===== src/rtl/seg_pkg.sv =====
// Shared types and constants for the seven-segment scan controller and its decoder.
// Segment patterns are active-low in {g,f,e,d,c,b,a} order.
package seg_pkg;

  localparam int unsigned NUM_DIGITS = 8;
  localparam int unsigned CODE_W     = 4;
  localparam int unsigned IDX_W      = 3;
  localparam int unsigned AN_W       = 8;
  localparam int unsigned SEG_W      = 7;

  typedef enum logic {
    BLANK = 1'b0,
    DRIVE = 1'b1
  } scan_state_e;

  localparam logic [SEG_W-1:0] SEG_OFF = 7'h7F;
  localparam logic [AN_W-1:0]  AN_OFF  = 8'hFF;

  localparam logic [SEG_W-1:0] SEG_0 = 7'h40;
  localparam logic [SEG_W-1:0] SEG_1 = 7'h79;
  localparam logic [SEG_W-1:0] SEG_2 = 7'h24;
  localparam logic [SEG_W-1:0] SEG_3 = 7'h30;
  localparam logic [SEG_W-1:0] SEG_4 = 7'h19;
  localparam logic [SEG_W-1:0] SEG_5 = 7'h12;
  localparam logic [SEG_W-1:0] SEG_6 = 7'h02;
  localparam logic [SEG_W-1:0] SEG_7 = 7'h78;
  localparam logic [SEG_W-1:0] SEG_8 = 7'h00;
  localparam logic [SEG_W-1:0] SEG_9 = 7'h10;
  localparam logic [SEG_W-1:0] SEG_A = 7'h08;
  localparam logic [SEG_W-1:0] SEG_B = 7'h03;
  localparam logic [SEG_W-1:0] SEG_C = 7'h46;
  localparam logic [SEG_W-1:0] SEG_D = 7'h21;
  localparam logic [SEG_W-1:0] SEG_E = 7'h06;
  localparam logic [SEG_W-1:0] SEG_F = 7'h0E;

  // Per-frame snapshot of the display inputs.
  typedef struct packed {
    logic [NUM_DIGITS*CODE_W-1:0] digits;
    logic [NUM_DIGITS-1:0]        en;
  } shadow_t;

endpackage


===== src/rtl/seg_decode.sv =====
// Combinational 4-bit code to active-low seven-segment pattern (hex 0-F).
// Stateless; also used by the timer FSM debug path.
module seg_decode
  import seg_pkg::*;
(
  input  logic [CODE_W-1:0] code,
  output logic [SEG_W-1:0]  seg_c
);

  always_comb begin
    seg_c = SEG_OFF;
    case (code)
      4'h0: seg_c = SEG_0;
      4'h1: seg_c = SEG_1;
      4'h2: seg_c = SEG_2;
      4'h3: seg_c = SEG_3;
      4'h4: seg_c = SEG_4;
      4'h5: seg_c = SEG_5;
      4'h6: seg_c = SEG_6;
      4'h7: seg_c = SEG_7;
      4'h8: seg_c = SEG_8;
      4'h9: seg_c = SEG_9;
      4'hA: seg_c = SEG_A;
      4'hB: seg_c = SEG_B;
      4'hC: seg_c = SEG_C;
      4'hD: seg_c = SEG_D;
      4'hE: seg_c = SEG_E;
      4'hF: seg_c = SEG_F;
      default: seg_c = SEG_OFF;
    endcase
  end

endmodule


===== src/rtl/seg_scan_ctrl.sv =====
// Eight-digit common-anode scan controller with per-frame input shadowing.
// Anti-ghosting blank phase at each slot start is enabled by `define SEG_SCAN_GUARD_EN.
module seg_scan_ctrl
  import seg_pkg::*;
#(
  parameter int unsigned SCAN_DIV  = 100000,
  parameter int unsigned GUARD_CYC = 16
) (
  input  logic                         clock,
  input  logic                         reset,
  input  logic [NUM_DIGITS*CODE_W-1:0] digits,
  input  logic [NUM_DIGITS-1:0]        digit_en,
  output logic [AN_W-1:0]              anode,
  output logic [SEG_W-1:0]             cathode,
  output logic                         frame_done
);

  localparam int unsigned      CNT_W      = $clog2(SCAN_DIV);
  localparam logic [CNT_W-1:0] CNT_LAST   = CNT_W'(SCAN_DIV - 1);
  localparam logic [CNT_W-1:0] GUARD_LAST = CNT_W'(GUARD_CYC - 1);
  localparam logic [IDX_W-1:0] IDX_LAST   = IDX_W'(NUM_DIGITS - 1);

`ifdef SEG_SCAN_GUARD_EN
  localparam scan_state_e SLOT_START = BLANK;
`else
  localparam scan_state_e SLOT_START = DRIVE;
`endif

  scan_state_e      state_q, state_d;
  logic [CNT_W-1:0] cnt_q, cnt_d;
  logic [IDX_W-1:0] idx_q, idx_d;
  shadow_t          shadow_q, shadow_d;
  logic [AN_W-1:0]  anode_q, anode_d;
  logic [SEG_W-1:0] cathode_q, cathode_d;
  logic             frame_done_q, frame_done_d;

  logic             slot_end_c;
  logic             frame_end_c;
  logic [SEG_W-1:0] seg_c;

  seg_decode u_decode (
    .code  (shadow_q.digits[{idx_q, 2'b00} +: CODE_W]),
    .seg_c (seg_c)
  );

  // Next-state, slot timing, shadow capture and output patterns.
  always_comb begin
    slot_end_c   = (cnt_q == CNT_LAST);
    frame_end_c  = slot_end_c && (idx_q == IDX_LAST);
    state_d      = state_q;
    cnt_d        = slot_end_c ? '0 : cnt_q + CNT_W'(1);
    idx_d        = slot_end_c ? idx_q + IDX_W'(1) : idx_q;
    shadow_d     = frame_end_c ? '{digits: digits, en: digit_en} : shadow_q;
    anode_d      = AN_OFF;
    cathode_d    = SEG_OFF;
    frame_done_d = frame_end_c;

    case (state_q)
      BLANK: begin
        if (cnt_q == GUARD_LAST) state_d = DRIVE;
      end
      DRIVE: begin
        if (shadow_q.en[idx_q]) anode_d = ~(AN_W'(1) << idx_q);
        cathode_d = seg_c;
        if (slot_end_c) state_d = SLOT_START;
      end
      default: state_d = SLOT_START;
    endcase
  end

  always_ff @(posedge clock) begin
    if (reset) begin
      state_q      <= SLOT_START;
      cnt_q        <= '0;
      idx_q        <= '0;
      shadow_q     <= '0;
      anode_q      <= AN_OFF;
      cathode_q    <= SEG_OFF;
      frame_done_q <= 1'b0;
    end else begin
      state_q      <= state_d;
      cnt_q        <= cnt_d;
      idx_q        <= idx_d;
      shadow_q     <= shadow_d;
      anode_q      <= anode_d;
      cathode_q    <= cathode_d;
      frame_done_q <= frame_done_d;
    end
  end

  assign anode      = anode_q;
  assign cathode    = cathode_q;
  assign frame_done = frame_done_q;

endmodule


===== config.mk =====
export PLATFORM = sky130hd
export DESIGN_NAME = seg_scan_ctrl
export DESIGN_NICKNAME = d
export VERILOG_FILES = /design/src/rtl/seg_pkg.sv /design/src/rtl/seg_decode.sv /design/src/rtl/seg_scan_ctrl.sv
export SDC_FILE = /design/constraint.sdc
export NUM_CORES = 1
export LEC_CHECK = 0
export ABC_AREA = 0
export BUFFER_PORTS_ARGS = -buffer_cell sky130_fd_sc_hd__buf_2
export CORE_UTILIZATION = 50
export CTS_CLUSTER_DIAMETER = 200
export DETAILED_ROUTE_END_ITERATION = 6
export PLACE_DENSITY = 0.75
export SYNTH_ARGS = -nofsm -noshare
export SYNTH_HDL_FRONTEND = slang
export SYNTH_SLANG_ARGS = --single-unit

===== constraint.sdc =====
create_clock -name clock -period 2.55 [get_ports clock]
set_clock_uncertainty 0.2 [all_clocks]
set_input_delay 0.1275 -clock clock [delete_from_list [all_inputs] [get_ports clock]]
set_output_delay 0.1275 -clock clock [all_outputs]
set_load 0.005 [all_outputs]

==> impl_results.md, run 1 <==
* Hold path startpoint: shadow_q[15]
* Reg power frac at about 54%
* Worst rel slew slack at between 60% and 70%
* Compound-Gate Fraction of Synth Area at roughly 10%
* First-pass GRT wire length at 13430 µm
* Crit path DAT at 2.37 ns
* Die Y at 84.25 µm
* Hold endpoint: shadow_q[15]
* Comb power frac at 5.4%
* Post-Syn Area at 0.003382 mm²
* Int Power at roughly 1.8 mW
* Hold violation total from the final report at 0
* Post-route minimum period at 2.372 ns
* Maximum VDD drop at 0.2776 mV
* Die X at 84.25 µm
* Sequential area share after synthesis at 45.58%
* Placer Congestion at 0.9003
* CP startpoint kind: register
* Routed vias at 3044
* Hpwl dp at ~5200 µm
* Slew @ Worst Pin at approximately 0.59 ns
* Failing checks: design-rule violations
* Multiplexer share of the synthesized area at 8.879%
* Total Power at between 2 and 2.5 mW
* Maximum clock path buffer count at 2
* Commonest cells post-synth: 102 x nand2_1, 77 x dfxtp_1, 42 x a21oi_1, 26 x nor2_1
* Routed Antenna Nets at 0
* TritonCTS Sinks at 77
* Remaining Overflow, GRT at 0
* Post-Synth XOR/XNOR Area at slightly above 4%
* Sw Ratio at between 20% and 30%
* Setup TNS Final at 0 ns
* Slowest stage delay, CP at approximately 0.55 ns
* # diodes at 0
* Number of antenna violations at the first check in global routing at 0
* YS warnings at 0
* Placed insts at 510
* Clock Root Buffer: clkbuf_8
* Critical Path Slowest Stage Cell: mux4_2
* Top-count cell post-synth: nand2_1
* Synth Area in Simple Gates at 21.38%
* Final #Nets at 540
* I/O pins at 58
* Yosys reg bits at 77
* Cells after synthesis at 384
* Syn avg cell area at around 8.8 µm²
* Max Freq at 0.4216 GHz
* All-layer global routing usage at approximately a quarter
* Crit path kind: register to register
* Yosys cell types at 47
* Vias per inst at 5.369
* Bufs and invs on worst path at 1
* Number of CTS-inserted buffers at 9
* Final period utilization at 93.03%
* FF-to-FF setup slack at 0.18 ns
* Critical R2R Launch: idx_q[0]
* Pleak at 1.668 nW
* Routed wire length at 8016 µm
* Crit-path max FO at 6
* Largest net degree at the start of global routing at 43
* # rows at 29
* Reg-to-Reg End: cathode[1]
* Critical path cell sequence: mux4_2 > nand2_1 > nand2_1 > inv_1 > ha_1 > mux2_2 > nand2_1 > o311ai_1
* H-tree levels at 3
* Vias in the first global route at roughly 2900
* Main combinational cell family by area after synthesis: simple AND/OR/NAND/NOR gates
* Area leader, netlist: dfxtp_1
* Status: finished, violations left
* Drt wl/cell at 14.14 µm
* Port Buf Inserts at 57
* Synth top area share at 45.58%
* Hold Crit Depth at 2
* Syn_nets at ~440
* Core Box Area at 0.006422 mm²
* Initial Utilization at 52.66%
* R2R depth at 8
* RSZ-0062 raised after global routing: no
* CTS tree: yes
* Clk pin slew, worst setup/hold paths at 0.08 ns
* PwrDens at 514.3 mW/mm²
* DRC violations left at 8
* Final Setup Violations at 0
* 1st-pass router iterations at 6
* Top cells by area, synth: dfxtp_1 46%, nand2_1 11%, a21oi_1 6.2%, mux4_2 5.3%, ha_1 4.8%
* Critical Path RT at between 2 and 3 ns
* Clock share of power at 40.4%
* Die ar. at 0.007097 mm²
* Post-synthesis adder-cell area fraction at 4.809%
* Psw at 480.9 µW
* Crit-path leading delay family: multiplexers
* Fillers at between 400 and 500
* Number of max-cap violations at 0
* CP most frequent cell: nand2_1
* Ys async rst share at 0%
* Hold Crit Class: register to register
* Number of synthesized flops with an enable pin at 0
* 1st-iter DRT viols at 133
* Crit end category: register
* Finished Layout Cells at about 570
* Final Max Slew Viols at 0
* Synthesis-to-finish area growth at 29.00%
* Worst-skew pair later-pin latency at 0.35 ns
* Main synth FF type: dfxtp_1
* Share of layout cells above drive strength 1 at around a fifth
-- worst max-delay path by stage --
stage | end | slack [ns] | startpoint | cells after the start
final | cathode[1] | 0.18 | idx_q[0] | 8
after global routing | cathode[1] | 0.02 | idx_q[0] | 8
after CTS | cathode[3] | 0.13 | idx_q[0] | 6
after detailed placement | cathode[3] | 0.16 | idx_q[0] | 6
after global placement | cathode[3] | 0.21 | idx_q[0] | 6
after floorplan | cathode[3] | 0.009 | idx_q[1] | 7
-- stage by stage --
stage	cell area, µm²	util [%]	setup WS [ns]	hold slack (ns)
2_1_floorplan	3382	-	0.008541	0.06795
3_3_place_gp	3755	58.46	0.2144	0.1738
3_5_place_dp	3755	58.46	0.1564	0.1776
4_1_cts	4358	67.86	0.1347	0.2544
5_1_grt	4363	67.93	0.01746	0.2703
6_report	4363	67.93	0.1779	0.2540
-- cells by family after synthesis --
logic type	Yosys count
simple gates	170
flops	77
compound gates	58
buf+inv	32
mux	18
xor+xnor	16
fa+ha+maj	13
-- flip-flops by register name, summed over array words and instances (netlist names) --
register / flops
anode: 8
frame_done: 1
cnt_q: 17
state_q: 1
cathode: 7
idx_q: 3
shadow_q: 40
-- layout make-up --
cell class,instances,area (µm²),share of cell area [%]
tap,77,96.34,2.208
sequential,77,1541,35.33
multi-input combinational,275,1682,38.54
clock buffer,12,145.1,3.327
timing repair buffer,112,813.3,18.64
inverter,10,37.54,0.8603
clock inverter,4,47.55,1.090
-- worst register-to-register path, stage by stage, from the launching register on --
cell	delay, ns
dfxtp_1	0.49
mux4_2	0.55
nand2_1	0.08
nand2_1	0.07
inv_1	0.13
ha_1	0.27
mux2_2	0.28
nand2_1	0.07
o311ai_1	0.09
-- placed cells by master (no fill, tap or decap), drive strengths merged, types with 6 or more instances in the layout --
cell type	netlist	routed
a21oi	42	42
and3	6	6
buf	12	71
clkbuf	10	12
dfxtp	77	77
dlygate4sd3	0	41
ha	13	13
inv	9	9
mux2i	7	7
mux4	8	8
nand2	102	102
nand3	8	8
nor2	26	26
nor3	13	13
xnor2	13	13
-- per-layer routing --
layer / track usage, % / vias to the layer above / wire length (µm)
met5: 0 / - / 0
met4: 11.44 / 0 / 267
met3: 6.686 / 27 / 406
met2: 39.20 / 82 / 3829
met1: 29.70 / 1442 / 3514
li1: - / 1493 / -
-- power by group through the flow --
stage | logic [mW] | clock network, mW | registers [mW]
finish | 0.122 | 0.906 | 1.22
global route | 0.132 | 0.980 | 1.22
CTS | 0.118 | 0.915 | 1.22
detailed placement | 0.0694 | 0 | 1.24
global placement | 0.0683 | 0 | 1.24
floorplan | 0.0283 | 0 | 1.24
-- repair_timing --
item,in CTS,in global routing
hold buffers,41,0
setup buffers,0,0
resized for setup,0,1
endpoints found under the hold margin,43,0
endpoints found under the setup margin,0,1
Note: power is estimated with default switching activity, not from simulation.
==> inputs of run 2 (changes only) <==
Settings changed: CTS_BUF_LIST set to sky130_fd_sc_hd__clkbuf_8 sky130_fd_sc_hd__clkbuf_16.
==> impl_results.md, run 2 (synthesis results as in run 1) <==
* Routed Antenna Nets at 0 (unchanged)
* Core Box Area at 0.006422 mm² (unchanged)
* All-layer global routing usage at 24.10% (unchanged)
* Hold Crit Class: register to register
* Max Freq at 0.4214 GHz (about the same)
* Largest net degree at the start of global routing at 43 (unchanged)
* Most common cell after layout, fill and taps aside: nand2_1
* Post-route cell area at 0.004363 mm² (unchanged)
* Slowest stage delay, CP at 0.55 ns (about the same)
* 1st-iter DRT viols at 122 (-8.3%)
* Slew @ Worst Pin at 0.5903 ns (+0.003409 ns)
* # rows at 29 (unchanged)
* Failing checks: design-rule violations
* 1st-pass router iterations at 6 (unchanged)
* Largest register FFs at 40 (unchanged)
* Number of max-cap violations at 0 (unchanged)
* Crit-path max FO at 6 (unchanged)
* Worst-skew pair later-pin latency at 0.35 ns (about the same)
* Maximum clock path buffer count at 2 (unchanged)
* Die ar. at 0.007097 mm² (unchanged)
* Clock Root Buffer: clkbuf_8
* Crit path DAT at 2.38 ns (about the same)
* Fillers at 480 (unchanged)
* Total Power at 2.240 mW (-0.18%)
* Number of CTS-inserted buffers at 9 (unchanged)
* Hold violation total from the final report at 0 (unchanged)
* Routed vias at 3044 (unchanged)
* DRC violations left at 8 (unchanged)
* CTS tree: yes
* Commonest non-fill, non-tap cells in the layout: 102 x nand2_1, 77 x dfxtp_1, 57 x buf_2
* Crit path kind: register to register
* TritonCTS Sinks at 77 (unchanged)
* First-pass GRT wire length at 13430 µm (unchanged)
* PwrDens at 513.4 mW/mm² (-0.18%)
* Final period utilization at 93.06% (about the same)
* Synthesis-to-finish area growth at 29.00% (unchanged)
* Vias per inst at 5.369 (unchanged)
* Hpwl dp at 5250 µm (unchanged)
* Die Y at 84.25 µm (unchanged)
* Dpl cell area at 0.003755 mm² (unchanged)
* Min Hold Slack at 0.2545 ns (+0.0004810 ns)
* Routed wire length at 8047 µm (+0.39%)
* H-tree levels at 3 (unchanged)
* Sequential cell area at 0.001541 mm² (unchanged)
* Number of antenna violations at the first check in global routing at 0 (unchanged)
* Status: finished, violations left
* Worst rel slew slack at 60.56% (-0.23 points)
* RSZ-0062 raised after global routing: no
* Initial Utilization at 52.66% (unchanged)
* FF-to-FF setup slack at 0.18 ns (about the same)
* Post-CTS setup buffers at 0 (unchanged)
* Multi-input combinational cell area at 0.001682 mm² (unchanged)
* Final #Nets at 540 (unchanged)
* Vias in the first global route at 2891 (unchanged)
* CP startpoint kind: register
* Placer Congestion at 0.9003 (unchanged)
* Final Setup Violations at 0 (unchanged)
* Critical Path Slowest Stage Cell: mux4_2
* Die X at 84.25 µm (unchanged)
* Remaining Overflow, GRT at 0 (unchanged)
* Final Max Slew Viols at 0 (unchanged)
* Port Buf Inserts at 57 (unchanged)
* Setup TNS Final at 0 ns (unchanged)
* Most flops, register: shadow_q
* Critical path cell sequence: mux4_2 > mux2i_2 > inv_1 > ha_1 > a2111oi_4 > a31oi_1
* Maximum VDD drop at 0.2698 mV (-2.8%)
* # diodes at 0 (unchanged)
* Crit end category: register
* Drt wl/cell at 14.19 µm (+0.39%)
* I/O pins at 58 (unchanged)
* Post-route minimum period at 2.373 ns (+0.0009040 ns)
* Critical Path RT at 2.56 ns (+0.02 ns)
* Clk pin slew, worst setup/hold paths at 0.08 ns (about the same)
* Fin util at 67.93% (unchanged)
* Pleak at 1.677 nW (+0.50%)
* Share of layout cells above drive strength 1 at 20.82% (unchanged)
run 2: cell types whose count changed in the layout (fill, tap and decap cells not counted):
cell	delta
clkbuf_1	-2
inv_1	+2
run 2: power by group:
| part | switching [mW] | total [mW] | internal [mW] |
|---|---|---|---|
| logic | 0.0462 | 0.122 | 0.0759 |
| clock network | 0.433 | 0.902 | 0.469 |
| registers | 0.00559 | 1.22 | 1.21 |
| total | 0.485 | 2.24 | 1.75 |
run 2: timing repair:
item | CTS | global route
endpoints found under the setup margin | 0 | 1
hold endpoints to repair | 43 | 0
hold buffers | 41 | 0
resized for setup | 0 | 1
run 2: layout make-up:
cell class | count | share of cell area [%]
flip-flops and latches | 77 | 35.33
clock inverters | 6 | 1.262
well taps | 77 | 2.208
multi-input cells | 275 | 38.54
repair buffers | 112 | 18.64
inverters | 10 | 0.8603
clock buffers | 10 | 3.155
run 2: worst paths after layout:
kind                       end  depth (start not counted)    startpoint
setup / recovery    cathode[3]                          6      idx_q[0]
hold / removal    shadow_q[15]                          2  shadow_q[15]
setup reg to reg    cathode[3]                          6      idx_q[0]
hold reg to reg   shadow_q[15]                          2  shadow_q[15]
run 2: critical path: cells and delay by family (launching register included):
kind                     cells  cell delay [ns]
AO/OA/AOI/OAI                2             0.36
buffers and inverters        1             0.10
flip-flops                   1             0.49
multiplexers                 2             0.79
adder cells (fa/ha/maj)      1             0.28
run 2: through the flow:
stage,worst slack (ns),cells
detailed placement,0.1564,510
floorplan,0.008541,384
CTS,0.1347,567
global placement,0.2144,510
global route,0.01746,567
finish,0.1770,567
run 2: routing by layer:
layer  global-route usage, %  vias to the layer above  share of wire (%)
met1                   29.70                     1427                 44
met2                   39.20                       97                 47
li1                        -                     1494                  -
met5                       0                        -                  0
met4                   11.44                        0                3.2
met3                   6.686                       26                5.6
==> inputs of run 3 (changes only) <==
Settings changed: CORE_UTILIZATION 50 to 51, PLACE_DENSITY 0.75 to 0.74.
Clock period 2.55 ns to 2.3 ns, I/O delays scaled along.
==> impl_results.md, run 3 (synthesis results as in run 1) <==
* Commonest non-fill, non-tap cells in the layout: 99 x nand2_1, 76 x dfxtp_1, 57 x buf_2
* Routed vias at 3065 (+0.69%)
* CP startpoint kind: register
* Clock Root Buffer: clkbuf_8
* Routed wire length at 8208 µm (+2.0%)
* Vias in the first global route at 3002 (+3.8%)
* Placer Congestion at 0.8415 (-6.5%)
* First-pass GRT wire length at 13830 µm (+3.0%)
* Hold violation total from the final report at 0 (unchanged)
* Crit-path max FO at 6 (unchanged)
* Fillers at 479 (-0.21%)
* Final period utilization at 97.88% (+4.8 points)
* Crit end category: register
* Die Y at 83.44 µm (-0.96%)
* Min Hold Slack at 0.2495 ns (-0.004965 ns)
* 1st-pass router iterations at 5 (-1)
* Share of layout cells above drive strength 1 at 24.55% (+3.7 points)
* Synthesis-to-finish area growth at 33.19%
* Psw at 569.4 µW (+17%)
* Vias per inst at 5.340 (-0.54%)
* DRC violations left at 0 (-8)
* Post-route cell area at 0.004504 mm² (+3.2%)
* Int Power at 1.933 mW (+10%)
* Crit path DAT at 2.26 ns (-0.12 ns)
* Port Buf Inserts at 57 (unchanged)
* Max Freq at 0.4442 GHz (+5.4%)
* Hpwl dp at 5194 µm (-1.1%)
* Number of antenna violations at the first check in global routing at 0 (unchanged)
* Worst rel slew slack at 59.45% (-1.1 points)
* Number of CTS-inserted buffers at 9 (unchanged)
* Clk pin slew, worst setup/hold paths at 0.08 ns (about the same)
* Final Max Slew Viols at 0 (unchanged)
* RSZ-0062 raised after global routing: yes
* Most flops, register: shadow_q
* Post-route minimum period at 2.251 ns (-0.1218 ns)
* Slew @ Worst Pin at 0.6069 ns (+0.01659 ns)
* Hold Crit Class: register to register
* Die ar. at 0.006961 mm² (-1.9%)
* Largest register FFs at 40 (unchanged)
* Maximum VDD drop at 0.5152 mV (+91%)
* Initial Utilization at 52.96% (+0.30 points)
* Clock share of power at 40.6% (+0.3 points)
* H-tree levels at 3 (unchanged)
* Sw Ratio at 22.75% (+1.1 points)
* Sequential cell area at 0.001545 mm² (+0.24%)
* 1st-iter DRT viols at 129 (+5.7%)
* Worst-skew pair later-pin latency at 0.36 ns (about the same)
* Crit path kind: register to register
* Remaining Overflow, GRT at 0 (unchanged)
* Multi-input combinational cell area at 0.001729 mm² (+2.8%)
* TritonCTS Sinks at 77 (unchanged)
* Largest net degree at the start of global routing at 44 (+2.3%)
* Drt wl/cell at 14.30 µm (+0.76%)
* # diodes at 0 (unchanged)
* Dpl cell area at 0.003821 mm² (+1.8%)
* Comb power frac at 5.5% (about the same)
* Maximum clock path buffer count at 2 (unchanged)
* Status: finished, final reports clean
* Pleak at 1.720 nW (+2.6%)
* Critical Path RT at 2.31 ns (-0.25 ns)
* All-layer global routing usage at 25.07% (+0.96 points)
* Final Setup Violations at 0 (unchanged)
* I/O pins at 58 (unchanged)
* CTS tree: yes
* Final #Nets at 547 (+1.3%)
* Core Box Area at 0.006386 mm² (-0.57%)
* Most common cell after layout, fill and taps aside: nand2_1
* Reg power frac at 53.8% (-0.5 points)
* PwrDens at 555.5 mW/mm² (+8.2%)
* # rows at 29 (unchanged)
* Routed Antenna Nets at 0 (unchanged)
* Die X at 83.44 µm (-0.96%)
* Number of max-cap violations at 0 (unchanged)
==> run 3: cell types whose count changed in the layout (fill, tap and decap cells not counted), moves of 2 or more <==
cell,before,now
buf_4,13,16
clkinv_4,0,2
inv_2,1,3
inv_1,10,6
buf_12,1,3
ha_2,0,2
nand2_2,0,3
ha_1,13,10
buf_6,0,2
nand2_1,102,99
==> run 3: power groups by stage <==
stage | Clock, mW | Combinational (mW) | Sequential, mW
after CTS | 1.03 | 0.135 | 1.35
after detailed placement | 0 | 0.0812 | 1.38
final | 1.02 | 0.138 | 1.35
after floorplan | 0 | 0.0314 | 1.38
after global placement | 0 | 0.0807 | 1.38
after global routing | 1.11 | 0.149 | 1.35
==> run 3: repair_timing <==
action,CTS,global route
hold endpoints to repair,47,0
pin swaps,0,1
endpoints found under the setup margin,6,6
hold buffers,41,0
setup buffers,0,6
resized for setup,1,11
==> run 3: per-stage QoR <==
step           total power, mW  setup slack (ns)  TNS (ns)  utilization (%)  std cells
2_1_floorplan            1.411          -0.03692  -0.07094                -        384
3_3_place_gp             1.460           0.02662         0            59.84        511
3_5_place_dp             1.461          -0.04760  -0.07725            59.84        511
4_1_cts                  2.510         0.0002998         0            69.40        568
5_1_grt                  2.606          -0.02037  -0.05753            70.53        574
6_report                 2.502           0.04877         0            70.53        574
==> run 3: layout make-up <==
class                           count  area share [%]
Clock buffer                        9           2.750
Inverter                           10          0.8333
Timing Repair Buffer              119           19.94
Sequential cell                    77           34.31
Clock inverter                      7           1.639
Multi-Input combinational cell    275           38.39
Tap cell                           77           2.139
==> run 3: layer usage <==
metal  wire (µm)  part of all wire, %  global-route usage (%)  up-vias
met1        3479                   42                   30.70     1436
met2        4093                   50                   42.40       98
met3         424                  5.2                   6.759       22
li1            -                    -                       -     1509
met4         210                  2.6                   9.091        0
met5           0                    0                       0        -
==> run 3: final timing paths <==
check / depth (start not counted) / slack (ns) / endpoint / start
setup / recovery: 9 / 0.05 / cathode[1] / idx_q[0]
hold / removal: 2 / 0.25 / shadow_q[6] / shadow_q[6]
setup reg to reg: 9 / 0.05 / cathode[1] / idx_q[0]
hold reg to reg: 2 / 0.25 / shadow_q[6] / shadow_q[6]
==> run 3: critical path, cell delays in order, from the launching register on <==
cell	delay, ns
dfxtp_4	0.40
buf_6	0.13
mux4_2	0.51
nand2_2	0.09
nand2_2	0.06
inv_2	0.08
ha_4	0.21
mux2_4	0.26
nand2_2	0.07
o311ai_2	0.10
